File: src/rtl/mem_port_arbiter.sv
// Purpose : shares one single-port RAM between instruction fetch and data access; data wins, fairness caps fetch starvation.
// Latency : grant is combinational in the request cycle; the valid pulse comes RD_LAT cycles later; one access per RD_LAT+1 cycles.
// Backpr. : no handshake; a requester holds its request and is stalled (stall_f/stall_m) until its valid pulse.
// Ports   : clk/resetn (sync, active low); if_req/if_addr -> if_rdata/if_valid (fetch);
//           dm_req/dm_we/dm_addr/dm_wdata -> dm_rdata/dm_valid (data);
//           mem_en/mem_we/mem_addr/mem_din -> RAM, mem_dout <- RAM; stall_f/stall_m to the pipeline.
module mem_port_arbiter #(
  parameter int RD_LAT = 1,
  parameter int MEM_AW = 12,
  parameter int FAIR_N = 4
) (
  input  logic              clk,
  input  logic              resetn,
  input  logic              if_req,
  input  logic [31:0]       if_addr,
  output logic [31:0]       if_rdata,
  output logic              if_valid,
  input  logic              dm_req,
  input  logic              dm_we,
  input  logic [31:0]       dm_addr,
  input  logic [31:0]       dm_wdata,
  output logic [31:0]       dm_rdata,
  output logic              dm_valid,
  output logic              mem_en,
  output logic [3:0]        mem_we,
  output logic [MEM_AW-1:0] mem_addr,
  output logic [31:0]       mem_din,
  input  logic [31:0]       mem_dout,
  output logic              stall_f,
  output logic              stall_m
);

  typedef enum logic {S_IDLE, S_WAIT} state_t;
  typedef enum logic [1:0] {OWN_NONE, OWN_IF, OWN_DM} owner_t;

  localparam logic [2:0] LAT_LOAD = 3'(RD_LAT - 1);
  localparam logic [3:0] FAIR_MAX = 4'(FAIR_N);

  state_t     state, state_nxt;
  owner_t     owner, owner_nxt;
  logic [2:0] lat_cnt, lat_nxt;
  logic [3:0] fair_cnt, fair_nxt;
  logic       grant_dm, grant_if;

  // Byte-offset bits and bits above the RAM word range are ignored by design.
  logic unused_addr_bits;
  assign unused_addr_bits = ^{if_addr[31:MEM_AW+2], if_addr[1:0], dm_addr[31:MEM_AW+2], dm_addr[1:0]};

  always_ff @(posedge clk) begin
    if (!resetn) begin
      state    <= S_IDLE;
      owner    <= OWN_NONE;
      lat_cnt  <= '0;
      fair_cnt <= '0;
    end else begin
      state    <= state_nxt;
      owner    <= owner_nxt;
      lat_cnt  <= lat_nxt;
      fair_cnt <= fair_nxt;
    end
  end

  always_comb begin
    state_nxt = state;
    owner_nxt = owner;
    lat_nxt   = lat_cnt;
    fair_nxt  = fair_cnt;
    grant_dm  = 1'b0;
    grant_if  = 1'b0;
    mem_en    = 1'b0;
    mem_we    = 4'h0;
    mem_addr  = '0;
    mem_din   = '0;
    if_valid  = 1'b0;
    dm_valid  = 1'b0;
    if_rdata  = '0;
    dm_rdata  = '0;

    case (state)
      S_IDLE: begin
        // Data wins unless fetch has already been passed over FAIR_N times in a row.
        grant_dm = dm_req && !(if_req && (fair_cnt == FAIR_MAX));
        grant_if = !grant_dm && if_req;
        if (grant_dm) begin
          mem_en    = 1'b1;
          mem_addr  = dm_addr[MEM_AW+1:2];
          mem_we    = dm_we ? 4'hF : 4'h0;
          mem_din   = dm_wdata;
          owner_nxt = OWN_DM;
        end else if (grant_if) begin
          mem_en    = 1'b1;
          mem_addr  = if_addr[MEM_AW+1:2];
          owner_nxt = OWN_IF;
        end
        if (grant_dm || grant_if) begin
          state_nxt = S_WAIT;
          lat_nxt   = LAT_LOAD;
        end
        if (!if_req || grant_if) begin
          fair_nxt = '0;
        end else if (grant_dm && (fair_cnt != FAIR_MAX)) begin
          fair_nxt = fair_cnt + 4'd1;
        end
      end
      S_WAIT: begin
        if (lat_cnt != 3'd0) begin
          lat_nxt = lat_cnt - 3'd1;
        end else begin
          // Completes even if the requester dropped its request meanwhile.
          state_nxt = S_IDLE;
          owner_nxt = OWN_NONE;
          if (owner == OWN_IF) begin
            if_valid = 1'b1;
            if_rdata = mem_dout;
          end
          if (owner == OWN_DM) begin
            dm_valid = 1'b1;
            dm_rdata = mem_dout;
          end
        end
      end
      default: state_nxt = S_IDLE;
    endcase

    // In reset everything is quiet; an in-flight access is abandoned without a pulse.
    if (!resetn) begin
      mem_en   = 1'b0;
      mem_we   = 4'h0;
      mem_addr = '0;
      mem_din  = '0;
      if_valid = 1'b0;
      dm_valid = 1'b0;
      if_rdata = '0;
      dm_rdata = '0;
    end
  end

  assign stall_f = if_req & ~if_valid;
  assign stall_m = dm_req & ~dm_valid;

endmodule

File: config.mk
export PLATFORM = sky130hd
export DESIGN_NAME = mem_port_arbiter
export DESIGN_NICKNAME = d
export VERILOG_FILES = /design/src/rtl/mem_port_arbiter.sv
export SDC_FILE = /design/constraint.sdc
export NUM_CORES = 1
export LEC_CHECK = 0
export CORE_AREA = 2 2 96 98
export DETAILED_ROUTE_END_ITERATION = 6
export DIE_AREA = 0 0 98 100
export PLACE_DENSITY = 0.75
export SYNTH_ARGS = -nofsm -noshare
export SYNTH_HDL_FRONTEND = slang
export SYNTH_SLANG_ARGS = --single-unit
File: constraint.sdc
create_clock -name clk -period 2.2 [get_ports clk]
set_clock_uncertainty 0.15 [all_clocks]
set_input_delay 0.55 -clock clk [delete_from_list [all_inputs] [get_ports clk]]
set_output_delay 0.55 -clock clk [all_outputs]
set_load 0.03 [all_outputs]
==> metrics <==
mapped cell area 1485 um^2; Buf/Inv on CP 4; Worst Hold End fair_cnt[3]$_SDFFE_PN0P_; maxcap violations 0; cts bufs inserted 3; Post-route DRC 0; Avg WL per Cell 16.86 um; Initial Utilization 0.1671; power density over the cells 231.3 nW/um^2; Worst Path Required 1500 ps; clock share of power 0.214; H-tree lvl count 1; hold crit path type register to register; Final ANT Viol Nets 0; vias in the first global route 2498; vias approximately 2.5k; R2R cell count 8; Worst-path clk slew 50 ps; r2r setup slk around 500 ps; total congestion overflow 0; WHS Path Cells 1; CTS tree yes; worst r2r dst owner[1]$_SDFFE_PN0P_; area delta synth->final 217.6%; # clock sinks 10; DP HPWL 6115 um; number of synthesized register bits 10; Combinational Power Share 0.608; IO Count 250; WL final 9476 um; worst r2r src lat_cnt[0]$_SDFFE_PN0P_; Avg Cell Area, Syn a little under 7 um^2; worst-path maximum fanout 8; drt pass-1 iters 4; pre-CTS setup slack -612.9 ps; failing checks negative setup slack; # port buffers 209; core area 8890 um^2; Synthesized Nets 355; met3 Usage GRT 0.03412; crit-path cells inv_2 > ha_4 > ha_4 > nand3_4 > nor3b_4 > buf_6 > clkbuf_16 > and2_4 > buf_6; leakage power 2.061 nW; sw power 0.3793 mW; register area share after synthesis 0.1348; Die H 100 um; row count 35; GPL Wtd Cong a little under 0.8; Total GRT Usage 0.1640; CP peak stage delay approximately 300 ps; DRC violation total after the first TritonRoute iteration between 60 and 70; final hold viol count 0; Horiz. Die Dim slightly below 100 um; cell at the slowest stage of the critical path dfxtp_1; Yosys cell types 29; CP Capture Type output port; relative slew slack 0.7768; crit path kind register to output port; Final WS setup -301.3 ps; Synth warnings 0; Clock Root Buffer clkbuf_8; share of layout cells above drive strength 1 0.6497; Mapped Cells 218; global route hottest layer met2; Fin Setup TNS -21290 ps; first-pass GRT wire length around 13000 um; Slew @ Worst Pin 334.8 ps; Final Setup Violations 112; outcome finished with violations; CP arrival 1800 ps; Tmin final ~2500 ps; delay-heaviest family, CP buffers and inverters; Max VDD drop 0.0001518 V; largest net degree at the start of global routing 35; fillers 778; Critical Path Source Type register; met1 usage 0.1836; full die area around 10000 um^2; worst skew pair latency 240 ps; Total Nets Final 589; antenna cells 0; clock buffer depth 2; GR Util met2 0.3166; Hold Crit Start fair_cnt[3]$_SDFFE_PN0P_; RSZ-0062 raised after global routing yes; Reg power frac 0.178; sw frac 0.3477; final worst path period share 1.137; internal power 0.7116 mW; vias per cell ~4.5; maximum clock rate 0.3998 GHz; Slew Viols, Final 0; initial antenna violation count 0
cell usage after synthesis, drive strengths merged:
library cell	number	area share
dfxtp	10	0.13
nand3	17	0.057
and4	1	0.0067
clkbuf	13	0.035
and2	99	0.42
or3	1	0.0076
nand3b	4	0.020
nand4b	1	0.0059
inv	6	0.015
nor3b	2	0.017
nor3	1	0.0034
a21oi	2	0.0067
a31oi	1	0.0042
a32oi	1	0.0059
and3b	1	0.0059
o21ai	15	0.051
o31ai	4	0.020
ha	4	0.034
nand4	12	0.051
o211ai	1	0.0051
nor2b	4	0.017
or4b	2	0.013
o21a	1	0.0051
nand2	3	0.0076
o41ai	1	0.0059
buf	10	0.044
and3	1	0.0042
flip-flops by register name (all words and copies together), names as in the netlist:
signal and cells:
fair_cnt 4, lat_cnt 3, owner 2, state 1
layer usage:
layer	up-vias	part of all wire
met4	0	0.014
met5	-	0
met3	6	0.068
met1	1185	0.35
li1	1203	-
met2	122	0.56
layout make-up:
type | count | area [um^2] | area share
well taps | 111 | 138.9 | 0.02944
clock buffers | 4 | 55.05 | 0.01167
flip-flops and latches | 10 | 202.7 | 0.04297
repair buffers | 248 | 2693 | 0.5708
multi-input cells | 183 | 1605 | 0.3403
inverters | 6 | 22.52 | 0.004775
cell families after synthesis:
family                     count (synthesis)  share of synthesized area
AOI/OAI and AO/OA                         26                     0.1036
and+or+nand+nor                          149                     0.6335
adders and majority gates                  4                    0.03370
DFF                                       10                     0.1348
buffers and inverters                     29                    0.09435
power groups by stage:
| stage | clock network, mW | registers (mW) | logic [mW] |
|---|---|---|---|
| after floorplan | 0 | 0.194 | 0.260 |
| after global placement | 0 | 0.194 | 0.541 |
| after detailed placement | 0 | 0.194 | 0.546 |
| after CTS | 0.241 | 0.193 | 0.639 |
| after global routing | 0.250 | 0.194 | 0.695 |
| final | 0.234 | 0.194 | 0.663 |
layout by cell type, fill, tap and decap left out, drive strengths merged, types with 2 or more instances in the layout:
cell / count
buf: 156
and2: 99
clkdlybuf4s50: 89
nand3: 17
o21ai: 15
nand4: 12
dfxtp: 10
inv: 6
clkbuf: 6
and3: 5
o31ai: 4
nand3b: 4
nor2b: 4
ha: 4
nand2: 3
nor3b: 2
a21oi: 2
or4b: 2
worst max path at each step:
stage,startpoint,end,slack [ps],depth (start not counted)
3_5_place_dp,resetn,mem_we[2],-610,5
6_report,lat_cnt[0]$_SDFFE_PN0P_,if_rdata[30],-300,9
5_1_grt,lat_cnt[0]$_SDFFE_PN0P_,if_rdata[30],-370,9
2_1_floorplan,lat_cnt[0]$_SDFFE_PN0P_,if_rdata[22],-60,7
3_3_place_gp,resetn,mem_we[1],-570,5
4_1_cts,lat_cnt[0]$_SDFFE_PN0P_,dm_rdata[25],-350,8
worst reg2reg max path, cell delays in order (launching register included):
cell	delay [ps]
dfxtp_1	320
inv_2	50
ha_4	160
ha_4	160
buf_4	130
buf_4	130
nor2b_1	260
o21ai_0	130
a21oi_1	140
metrics by stage:
step	cell area, um^2	util	std cells	power, mW	hold WS (ps)
final	4717	0.5306	562	1.091	351.7
after global routing	4717	0.5306	562	1.139	389.1
after CTS	4423	0.4975	554	1.072	348.9
after detailed placement	3734	0.4200	533	0.7396	351.5
after global placement	3734	0.4200	533	0.7345	332.8
after floorplan	1753	-	218	0.4543	300.6
timing repair:
| action | 4_1_cts | 5_1_grt |
|---|---|---|
| gates cloned | 6 | 3 |
| resized for setup | 178 | 69 |
| pin swaps | 59 | 23 |
| endpoints found under the setup margin | 117 | 116 |
| hold buffers | 0 | 0 |
| setup buffers | 11 | 5 |
(Power assumes the default switching activity.)
